### src/rtl/traffic_pkg.sv
// Shared definitions for the traffic-light slice: lamp codes, FSM state codes
// and the elaboration-time parameter sanity check.
package traffic_pkg;

    localparam logic [1:0] RED    = 2'b00;
    localparam logic [1:0] YELLOW = 2'b01;
    localparam logic [1:0] GREEN  = 2'b10;
    localparam logic [1:0] OFF    = 2'b11;

    typedef enum logic [2:0] {
        HG    = 3'd0,
        HY    = 3'd1,
        AR1   = 3'd2,
        FG    = 3'd3,
        FY    = 3'd4,
        AR2   = 3'd5,
        FLASH = 3'd6
    } state_t;

    localparam int MIN_DURATION = 1;
    localparam int MAX_TW       = 30;

    function automatic bit params_ok(input int long_t, input int short_t,
                                     input int allred_t, input int min_fg,
                                     input int tw);
        longint unsigned limit;
        if (tw < 1 || tw > MAX_TW) return 1'b0;
        limit = longint'(1) << tw;
        return (long_t   >= MIN_DURATION) && (longint'(long_t)   < limit) &&
               (short_t  >= MIN_DURATION) && (longint'(short_t)  < limit) &&
               (allred_t >= MIN_DURATION) && (longint'(allred_t) < limit) &&
               (min_fg   >= MIN_DURATION) && (min_fg <= long_t);
    endfunction

endpackage

### src/rtl/traffic_light_fsm_if.sv
// Sensor/strobe inputs and lamp/status outputs of the traffic-light controller.
interface traffic_light_fsm_if #(
    parameter int TW = 8
);
    logic          sec_en;
    logic          car;
    logic          flash;
    logic [1:0]    hwy_light;
    logic [1:0]    farm_light;
    logic [2:0]    state_o;
    logic [TW-1:0] timer_o;

    modport master (
        output sec_en, car, flash,
        input  hwy_light, farm_light, state_o, timer_o
    );

    modport slave (
        input  sec_en, car, flash,
        output hwy_light, farm_light, state_o, timer_o
    );
endinterface

### src/rtl/tl_sec_timer.sv
// Saturating seconds counter; 'reached' is high when the second being
// counted now (count+1) has reached the supplied limit.
module tl_sec_timer #(
    parameter int TW = 8
) (
    input  logic          clk,
    input  logic          rst_n,
    input  logic          clear,
    input  logic          inc,
    input  logic [TW-1:0] limit,
    output logic [TW-1:0] count,
    output logic          reached
);

    always_ff @(posedge clk or negedge rst_n) begin
        if (!rst_n) begin
            count <= '0;
        end else if (clear) begin
            count <= '0;
        end else if (inc && (count != {TW{1'b1}})) begin
            count <= count + 1'b1;
        end
    end

    // One extra bit so a saturated count still compares correctly.
    assign reached = ({1'b0, count} + (TW+1)'(1)) >= {1'b0, limit};

endmodule

### src/rtl/traffic_light_fsm.sv
// Highway/farm-road light sequencer with highway priority, bounded farm green
// and a maintenance flashing-yellow override.
module traffic_light_fsm
    import traffic_pkg::*;
#(
    parameter int LONG_T   = 5,
    parameter int SHORT_T  = 2,
    parameter int ALLRED_T = 1,
    parameter int MIN_FG   = 2,
    parameter int TW       = 8
) (
    input  logic                clk,
    input  logic                rst_n,
    traffic_light_fsm_if.slave  bus
);

    if (!params_ok(LONG_T, SHORT_T, ALLRED_T, MIN_FG, TW)) begin : g_bad_params
        $error("traffic_light_fsm: illegal timing parameters");
    end

    state_t        state;
    state_t        state_next;
    logic          phase;
    logic          phase_next;
    logic [TW-1:0] limit;
    logic [TW-1:0] count;
    logic          reached;
    logic          timer_clear;

    always_ff @(posedge clk or negedge rst_n) begin
        if (!rst_n) begin
            state <= HG;
            phase <= 1'b0;
        end else begin
            state <= state_next;
            phase <= phase_next;
        end
    end

    // In FG, with MIN_FG <= LONG_T, the exit rule reduces to choosing the limit by car.
    always_comb begin
        limit = TW'(ALLRED_T);
        case (state)
            HG:      limit = TW'(LONG_T);
            HY, FY:  limit = TW'(SHORT_T);
            FG:      limit = bus.car ? TW'(LONG_T) : TW'(MIN_FG);
            default: limit = TW'(ALLRED_T);
        endcase
    end

    always_comb begin
        state_next = state;
        if (bus.flash) begin
            state_next = FLASH;
        end else begin
            case (state)
                HG:      if (bus.sec_en && bus.car && reached) state_next = HY;
                HY:      if (bus.sec_en && reached)            state_next = AR1;
                AR1:     if (bus.sec_en && reached)            state_next = FG;
                FG:      if (bus.sec_en && reached)            state_next = FY;
                FY:      if (bus.sec_en && reached)            state_next = AR2;
                AR2:     if (bus.sec_en && reached)            state_next = HG;
                FLASH:   state_next = AR2;
                default: state_next = AR2;
            endcase
        end
    end

    assign timer_clear = (state_next != state);
    assign phase_next  = (state == FLASH && state_next == FLASH) ? (phase ^ bus.sec_en) : 1'b0;

    tl_sec_timer #(.TW(TW)) u_timer (
        .clk     (clk),
        .rst_n   (rst_n),
        .clear   (timer_clear),
        .inc     (bus.sec_en),
        .limit   (limit),
        .count   (count),
        .reached (reached)
    );

    // Lamps come from registered state only; unknown codes show all-red.
    always_comb begin
        bus.hwy_light  = RED;
        bus.farm_light = RED;
        case (state)
            HG: bus.hwy_light  = GREEN;
            HY: bus.hwy_light  = YELLOW;
            FG: bus.farm_light = GREEN;
            FY: bus.farm_light = YELLOW;
            FLASH: begin
                bus.hwy_light  = phase ? OFF : YELLOW;
                bus.farm_light = phase ? OFF : YELLOW;
            end
            default: begin
                bus.hwy_light  = RED;
                bus.farm_light = RED;
            end
        endcase
    end

    assign bus.state_o = state;
    assign bus.timer_o = count;

endmodule

### src/flat_wrapper.sv
// flat-port wrapper written by rule: the top's interface ports become plain ports
module traffic_light_fsm_flat import traffic_pkg::*;
#(
    parameter int LONG_T   = 5,
    parameter int SHORT_T  = 2,
    parameter int ALLRED_T = 1,
    parameter int MIN_FG   = 2,
    parameter int TW       = 8
)
  (clk, rst_n, bus_sec_en, bus_car, bus_flash, bus_hwy_light, bus_farm_light, bus_state_o, bus_timer_o);
  traffic_light_fsm_if #(.TW(TW)) bus_i ();
  input  logic clk;
  input  logic rst_n;
  input wire logic [$bits(bus_i.sec_en)-1:0] bus_sec_en;
  input wire logic [$bits(bus_i.car)-1:0] bus_car;
  input wire logic [$bits(bus_i.flash)-1:0] bus_flash;
  output wire logic [$bits(bus_i.hwy_light)-1:0] bus_hwy_light;
  output wire logic [$bits(bus_i.farm_light)-1:0] bus_farm_light;
  output wire logic [$bits(bus_i.state_o)-1:0] bus_state_o;
  output wire logic [$bits(bus_i.timer_o)-1:0] bus_timer_o;
  assign bus_i.sec_en = bus_sec_en;
  assign bus_i.car = bus_car;
  assign bus_i.flash = bus_flash;
  assign bus_hwy_light = bus_i.hwy_light;
  assign bus_farm_light = bus_i.farm_light;
  assign bus_state_o = bus_i.state_o;
  assign bus_timer_o = bus_i.timer_o;
  traffic_light_fsm #(.LONG_T(LONG_T), .SHORT_T(SHORT_T), .ALLRED_T(ALLRED_T), .MIN_FG(MIN_FG), .TW(TW)) u_core (.clk(clk), .rst_n(rst_n), .bus(bus_i));
endmodule
### config.mk
export PLATFORM = sky130hd
export DESIGN_NAME = traffic_light_fsm_flat
export DESIGN_NICKNAME = d
export VERILOG_FILES = /design/src/rtl/traffic_pkg.sv /design/src/rtl/traffic_light_fsm_if.sv /design/src/rtl/tl_sec_timer.sv /design/src/rtl/traffic_light_fsm.sv /design/src/flat_wrapper.sv
export SDC_FILE = /design/constraint.sdc
export NUM_CORES = 1
export LEC_CHECK = 0
export BUFFER_PORTS_ARGS = -buffer_cell sky130_fd_sc_hd__buf_2
export CAP_MARGIN = 10
export CORE_UTILIZATION = 35
export CTS_CLUSTER_DIAMETER = 100
export DETAILED_ROUTE_END_ITERATION = 16
export PLACE_DENSITY = 0.63
export SYNTH_ARGS = -nofsm -noshare
export SYNTH_HDL_FRONTEND = slang
export SYNTH_SLANG_ARGS = --single-unit
### constraint.sdc
create_clock -name clk -period 4.8 [get_ports clk]
set_input_delay 0.96 -clock clk [delete_from_list [all_inputs] [get_ports clk]]
set_output_delay 0.96 -clock clk [all_outputs]
set_load 0.05 [all_outputs]
==> results of run 1 <==
-- metal layers --
layer / global-route usage (%) / vias up
met5: 0 / -
met4: 8.11 / 0
met3: 2.63 / 2
met2: 22.6 / 25
met1: 21.6 / 369
li1: - / 388
-- cells in the final DEF (no fill, tap or decap), types with 2 or more instances in the layout --
cell type	n
buf_2	19
nor2_1	13
dfrtp_1	12
a21oi_1	10
nand2_1	10
xor2_1	5
xnor2_1	5
ha_1	4
inv_1	3
clkbuf_4	3
nand2b_1	2
and3_1	2
nor3_2	2
mux2i_1	2
o21ai_0	2
a31oi_1	2
o311ai_0	2
nor2b_1	2
nor4_1	2
-- logic make-up (layout without fill, tap and decap cells) --
logic type / count (synthesis) / after routing
mux: 2 / 2
buf+inv: 6 / 26
simple gates: 38 / 38
xor+xnor: 10 / 10
flops: 12 / 12
fa+ha+maj: 4 / 4
compound gates: 25 / 25
-- per-stage QoR --
step	cells	utilization (%)	worst slack, ps
after floorplan	97	-	1150
after global routing	145	45.2	1990
after CTS	145	45.2	2160
after global placement	141	43.6	1900
after detailed placement	141	43.6	1850
final	145	45.2	2140
-- layout make-up --
type / instances / share of cell area, %
clock buffer: 4 / 3.53
inverter: 3 / 1.09
multi-input combinational: 79 / 53.5
sequential: 12 / 29.2
tap: 28 / 3.41
timing repair buffer: 19 / 9.25
-- power breakdown --
part / switching (mW) / leakage (nW) / internal (mW) / total (mW)
Clock: 0.0342 / 0.0210 / 0.0461 / 0.0803
Sequential: 0.0236 / 0.158 / 0.110 / 0.133
Combinational: 0.119 / 0.277 / 0.0632 / 0.182
-- state kept, by name, indices dropped and copies added, names as in the netlist --
register / count
u_core.bus.state_o: 3
u_core.phase: 1
u_core.u_timer.count: 8
-- worst paths after layout --
| path | start | end | slack [ps] | depth (start not counted) |
|---|---|---|---|---|
| min in group clk | u_core.u_timer.count[6] | u_core.u_timer.count[6] | 590 | 1 |
| worst min register to register | u_core.u_timer.count[6] | u_core.u_timer.count[6] | 590 | 1 |
| worst max register to register | u_core.bus.state_o[2] | u_core.u_timer.count[6] | 2200 | 10 |
| max in group asynchronous | rst_n | u_core.u_timer.count[5] | 4020 | 1 |
| worst min-delay path | rst_n | u_core.u_timer.count[2] | 560 | 1 |
| worst max-delay path | bus_car | u_core.u_timer.count[6] | 2140 | 10 |
==> results.toml, run 1 <==
[floorplan]
coreArea_mm2 = 0.00228
chipHeight_um = 52.0
initial_utilization_pct = 38.4
dieArea_mm2 = 0.00270
dieWidth_um = 52.0
rows = 17
pin_count = 20

[sta]
fmax_mhz = 375
finalSetupViolations = 0
worst_pin_slew_ps = 614
hold_violations = 0
finalSetupTns_ps = 0
drv_slew = 0
relSlewSlack_pct = 58.9
worst_hold_slack_ps = 556
grt_setup_unrepaired = "no"
clock_skew_ps = 0.332
fin_crit_ps = 2660
fin_crit_sh_pct = 55.5

[yosys]
synth_simple_gate_area_share_pct = 21.8
netlist_area_um2 = 873
ys_ff_latch = 12
yosys.area.top_type = "dfrtp_1"
synth_compound_area_share_pct = 23.2
synth_top_family_by_area = "compound AO/OA/AOI/OAI gates"
synth_area_leaders = "dfrtp_1 (34%), a21oi_1 (5.7%), ha_1 (5.7%), nor2_1 (5.6%), xnor2_1 (5.0%)"
synth_most_common_cell = "nor2_1"
synth_adder_area_share_pct = 5.73
synth_edf_count = 0
synth_top_area_share_pct = 34.4
synth.distinct_cells = 32
synth_common_cells = "nor2_1 (13), dfrtp_1 (12), a21oi_1 (10), nand2_1 (10)"
async_flop_share_pct = 100
synth_flop_cell = "dfrtp_1"
syn_inst = 97
synth.avg_cell_area_um2 = 9.00
ys_warn_count = 0
synth_xor_area_share_pct = 10.0
synthesis.nets = 106
synthMuxAreaShare_pct = 2.29
ys_seq_area_share_pct = 34.4

[worst_setup_path]
path_class = "input port to flip-flop"
path_common_cell = "a21oi_1"
end_kind = "flip-flop"
cp.required_ps = 4990
cp_cell_sequence = "buf_2 -> a21oi_1 -> a21oi_1 -> ha_1 -> o21ai_0 -> a21oi_1 -> nor3_2 -> a41oi_4 -> o32a_4 -> a211oi_2"
slowest_delay_ps = 450
crit_slowest_cell = "o32a_4"
critical_path.top_delay_family = "compound AO/OA/AOI/OAI gates"
cp_num_buf_inv = 1
start_kind = "input port"
worst-path-max-fanout = 8
critical_path_arrival_ps = 2860

[cts]
hold_buffers = 0
cts_tree = "built"
cts_sinks = 12
clockRootBuffer = "clkbuf_4"
cts_resized = 0
cts_htree_levels = 1
clock_latency_ps = 270
clk_pin_slew_worst_paths_ps = 70
cts_setup_buffers = 0
cts_inserted_buffers = 3
clock_path_buffers = 2

[place]
dp_hpwl_um = 1350
io_buffers = 19
gp_congestion = 0.793
dpl_cell_area_um2 = 992

[routing]
first_pass_iters = 4
vias = 784
ant_nets = 0
drc = 0
wl_met2_um = 794
wl_met1_um = 909
routed_via_density = 5.41
drt_wl_total_um = 1820
drt_iter0_drc = 27
met3WireLength_um = 102
wire_per_inst_um = 12.6
top_layer = "met4"

[cells_and_area]
finalInstanceArea_mm2 = 0.00103
regArea_um2 = 300
fillers = 233
multi_input_area_um2 = 551
area_delta_synth_final_pct = 17.8
drive_above_1_share_pct = 25.6
finish.net_count = 127
diodes = 0

[power_and_ir_drop]
p_per_area_mw_per_mm2 = 385
total_power_uw = 396
p_leak_nw = 0.456
peakVddDrop_mv = 0.210

[grt]
grt_pass1_wl_um = 3040
first_global_vias = 685
grt_max_degree = 15
antenna_found_initial = 0
overflow = 0
grt_use_total_pct = 15.5

[run_status]
status = "complete, no violations"

[worst_hold_path]
hold_path_class = "input port to async pin"

[job]
maxCapViolCount = 0
(Power assumes the default switching activity.)
==> run 2: changes to the inputs <==
==> constraint.sdc (replaced) <==
create_clock -name clk -period 2.54 [get_ports clk]
set_input_delay 0.508 -clock clk [delete_from_list [all_inputs] [get_ports clk]]
set_output_delay 0.508 -clock clk [all_outputs]
set_load 0.05 [all_outputs]
==> results.toml, run 2 (same netlist as run 1, synthesis figures left out) <==
[run_status]
status = "complete, no violations"

[sta]
fmax_mhz = 423
clock_skew_ps = 2.61
finalSetupTns_ps = 0
fin_crit_sh_pct = 93.0
hold_violations = 0
grt_setup_unrepaired = "no"
relSlewSlack_pct = 60.1
drv_slew = 0
finalSetupViolations = 0
fin_crit_ps = 2360
final.setup.worst_slack_ps = 178
worst_pin_slew_ps = 596

[place]
dp_slack_ps = 78.2
dp_hpwl_um = 1460
io_buffers = 19
gp_congestion = 0.806
place_inst = 145

[cts]
clock_path_buffers = 2
cts_htree_levels = 1
cts_sinks = 12
clock_latency_ps = 270
cts_setup_buffers = 0
hold_buffers = 0
cts_tree = "built"
cts_resized = 0
cts_inserted_buffers = 3
clk_pin_slew_worst_paths_ps = 80
clockRootBuffer = "clkbuf_4"

[worst_hold_path]
hold_path_class = "input port to async pin"

[grt]
grt_max_degree = 15
first_global_vias = 745
antenna_found_initial = 0
overflow = 0
grt_use_total_pct = 16.4
grt_pass1_wl_um = 3340

[routing]
ant_nets = 0
vias = 793
drc = 0
drt_iter0_drc = 7
first_pass_iters = 4
drt_wl_total_um = 1930
wire_per_inst_um = 12.9
routed_via_density = 5.32

[power_and_ir_drop]
peakVddDrop_mv = 0.418
p_per_area_mw_per_mm2 = 727
p_leak_nw = 0.479

[floorplan]
chipHeight_um = 52.0
initial_utilization_pct = 38.4
dieArea_mm2 = 0.00270
dieWidth_um = 52.0
pin_count = 20
coreArea_mm2 = 0.00228
rows = 17

[cells_and_area]
layout_commonest_cell = "buf_2"
fin_util_pct = 47.4
largest_register_ffs = 8
final_cell_mix = "buf_2 (19), nor2_1 (13), nand2_1 (10)"
stdcell_count = 149
drive_above_1_share_pct = 34.7
area_delta_synth_final_pct = 23.6
diodes = 0
top_register = "u_core.u_timer.count"
finish.net_count = 131

[worst_setup_path]
end_kind = "flip-flop"
cp.required_ps = 2730
critical_path_arrival_ps = 2550
worst-path-max-fanout = 8
start_kind = "flip-flop"
path_class = "flip-flop to flip-flop"

[job]
maxCapViolCount = 0
[run 2: worst paths after layout]
check                                       from                       to  slack [ps]  cells after the start
max                        u_core.bus.state_o[2]  u_core.u_timer.count[6]         180                     10
max in group asynchronous                  rst_n    u_core.bus.state_o[1]        2200                      1
min reg2reg                u_core.bus.state_o[0]             u_core.phase         530                      1
max reg2reg                u_core.bus.state_o[2]  u_core.u_timer.count[6]         180                     10
min in group clk                       bus_flash    u_core.bus.state_o[0]         480                      2
min                                        rst_n  u_core.u_timer.count[1]         100                      1
[run 2: routing by layer]
| metal | part of all wire, % | GRT usage (%) | wire (um) |
|---|---|---|---|
| met1 | 49 | 21.3 | 939 |
| met2 | 47 | 28.0 | 899 |
| met3 | 4.7 | 4.39 | 90 |
| met4 | 0 | 1.35 | 0 |
| met5 | 0 | 0 | 0 |
[run 2: stage by stage]
step / cell area [um2] / total power, mW / hold slack [ps]
5_1_grt: 1080 / 0.838 / 117
2_1_floorplan: 892 / 0.545 / 212
3_5_place_dp: 1040 / 0.632 / 405
3_3_place_gp: 1040 / 0.625 / 401
4_1_cts: 1080 / 0.792 / 102
6_report: 1080 / 0.785 / 102
[run 2: cell type report]
class,count,area [um2]
fillers,217,1200
repair buffers,23,125
multi-input cells,79,566
flip-flops and latches,12,307
well taps,28,35.0
clock buffers,4,36.3
inverters,3,11.3
[run 2: worst max-delay path, cell delays in order (launching register included)]
cell and delay [ps]:
dfrtp_2 400, nand2b_1 200, a21oi_2 150, a21oi_1 60, ha_1 260, o21ai_0 160
a21oi_1 70, nor3_2 250, a41oi_4 190, o32a_4 400, a211oi_2 140
[run 2: report_power, final]
group / switching [mW] / internal [mW]
Clock: 0.0687 / 0.0870
Combinational: 0.254 / 0.141
Sequential: 0.0240 / 0.211
Total: 0.347 / 0.438
==> run 3: changes to the inputs <==
--- a/config.mk
+++ b/config.mk
@@ -7,6 +7,7 @@
 export LEC_CHECK = 0
 export BUFFER_PORTS_ARGS = -buffer_cell sky130_fd_sc_hd__buf_2
 export CAP_MARGIN = 10
+export CORE_ASPECT_RATIO = 1.25
 export CORE_UTILIZATION = 35
 export CTS_CLUSTER_DIAMETER = 100
 export DETAILED_ROUTE_END_ITERATION = 16
==> results.toml, run 3 (same netlist as run 1, synthesis figures left out) <==
[run_status]
status = "complete, no violations"

[sta]
clock_skew_ps = 2.33
fin_crit_sh_pct = 93.1
hold_violations = 0
fmax_mhz = 423
worst_pin_slew_ps = 569
relSlewSlack_pct = 61.9
fin_crit_ps = 2360
finalSetupTns_ps = 0
finalSetupViolations = 0
grt_setup_unrepaired = "no"
drv_slew = 0
final.setup.worst_slack_ps = 176

[grt]
grt_pass1_wl_um = 3000
grt_use_total_pct = 14.7
grt_max_degree = 15
antenna_found_initial = 0
first_global_vias = 708
overflow = 0

[worst_setup_path]
reg2reg_depth = 8
end_kind = "flip-flop"
cp_cell_sequence = "ha_1 -> ha_1 -> o21ai_0 -> a21oi_1 -> nor3_2 -> a41oi_4 -> o32a_4 -> a211oi_2"
cp.required_ps = 2740
r2r-start = "u_core.u_timer.count[0]"
worst-path-max-fanout = 8
path_common_cell = "ha_1"
critical_path.top_delay_family = "compound AO/OA/AOI/OAI gates"
cp_num_buf_inv = 0
crit_slowest_cell = "dfrtp_2"
start_kind = "flip-flop"
path_class = "flip-flop to flip-flop"
reg2reg_to = "u_core.u_timer.count[6]"
slowest_delay_ps = 460
rrSetupSlack_ps = 180
critical_path_arrival_ps = 2560

[cells_and_area]
diodes = 0
fillers = 231
top_register = "u_core.u_timer.count"
layout_commonest_cell = "buf_2"
final_cell_mix = "buf_2 (19), nor2_1 (13), nand2_1 (10)"
area_delta_synth_final_pct = 24.9
largest_register_ffs = 8
finish.net_count = 132
drive_above_1_share_pct = 35.2

[power_and_ir_drop]
total_power_uw = 790
p_leak_nw = 0.484
peakVddDrop_mv = 0.403
p_per_area_mw_per_mm2 = 724

[routing]
ant_nets = 0
drc = 0
first_pass_iters = 4
vias = 807
drt_wl_total_um = 1850
wire_per_inst_um = 12.1
routed_via_density = 5.27
drt_iter0_drc = 13

[cts]
cts_htree_levels = 1
cts_tree = "built"
clk_pin_slew_worst_paths_ps = 80
clockRootBuffer = "clkbuf_4"
cts_inserted_buffers = 3
clock_path_buffers = 2
clock_latency_ps = 270
cts_sinks = 12

[job]
maxCapViolCount = 0

[floorplan]
chipHeight_um = 57.9
dieWidth_um = 46.7
rows = 19
coreArea_mm2 = 0.00228
dieArea_mm2 = 0.00270
initial_utilization_pct = 38.3
pin_count = 20

[place]
dp_hpwl_um = 1410
dp_slack_ps = 85.7
gp_congestion = 0.808
io_buffers = 19

[worst_hold_path]
hold_path_class = "input port to async pin"
[run 3: cell types whose count changed in the layout (fill, tap and decap cells not counted)]
cell / delta
buf_4: +1
[run 3: worst max path at each step]
| stage | startpoint | endpoint | slack [ps] | cells past startpoint |
|---|---|---|---|---|
| 2_1_floorplan | u_core.bus.state_o[1] | u_core.u_timer.count[6] | 30 | 10 |
| 3_3_place_gp | bus_car | u_core.u_timer.count[6] | 110 | 10 |
| 3_5_place_dp | bus_car | u_core.u_timer.count[6] | 90 | 10 |
| 4_1_cts | u_core.bus.state_o[2] | u_core.u_timer.count[6] | 140 | 10 |
| 5_1_grt | u_core.bus.state_o[2] | u_core.u_timer.count[6] | 10 | 10 |
| 6_report | u_core.u_timer.count[0] | u_core.u_timer.count[6] | 180 | 8 |
[run 3: cell type report]
type | instances | area, um2 | share of cell area [%]
multi-input combinational | 79 | 566 | 51.8
sequential | 12 | 307 | 28.1
inverter | 3 | 11.3 | 1.03
clock buffer | 4 | 36.3 | 3.33
timing repair buffer | 24 | 133 | 12.2
tap | 31 | 38.8 | 3.56
[run 3: worst reg2reg max path, cell delays in order, from the launching register on]
cell      delay, ps
dfrtp_2         460
ha_1            330
ha_1            290
o21ai_0         150
a21oi_1          70
nor3_2          220
a41oi_4         190
o32a_4          450
a211oi_2        140
[run 3: what timing repair did]
item | in CTS | in global routing
endpoints found under the setup margin | 0 | 2
resized for setup | 0 | 1
hold buffers | 0 | 0
setup buffers | 0 | 2
[run 3: per-stage QoR]
step	hold slack [ps]	cells	area, um2	utilization, %
6_report	96.8	153	1090	47.8
5_1_grt	110	153	1090	47.8
4_1_cts	106	151	1070	47.0
3_5_place_dp	403	147	1040	45.4
3_3_place_gp	399	147	1040	45.4
2_1_floorplan	212	97	892	-
[run 3: power breakdown]
| part | switching [mW] | internal, mW | leakage, nW |
|---|---|---|---|
| Clock | 0.0686 | 0.0871 | 0.0210 |
| Combinational | 0.250 | 0.144 | 0.311 |
| Sequential | 0.0289 | 0.211 | 0.152 |
| Total | 0.347 | 0.442 | 0.484 |
[run 3: metal layers]
metal / track usage [%] / wire [um] / vias to the layer above
li1: - / - / 397
met1: 19.4 / 861 / 383
met2: 24.8 / 901 / 23
met3: 1.87 / 63 / 4
met4: 3.67 / 22 / 0
met5: 0 / 0 / -
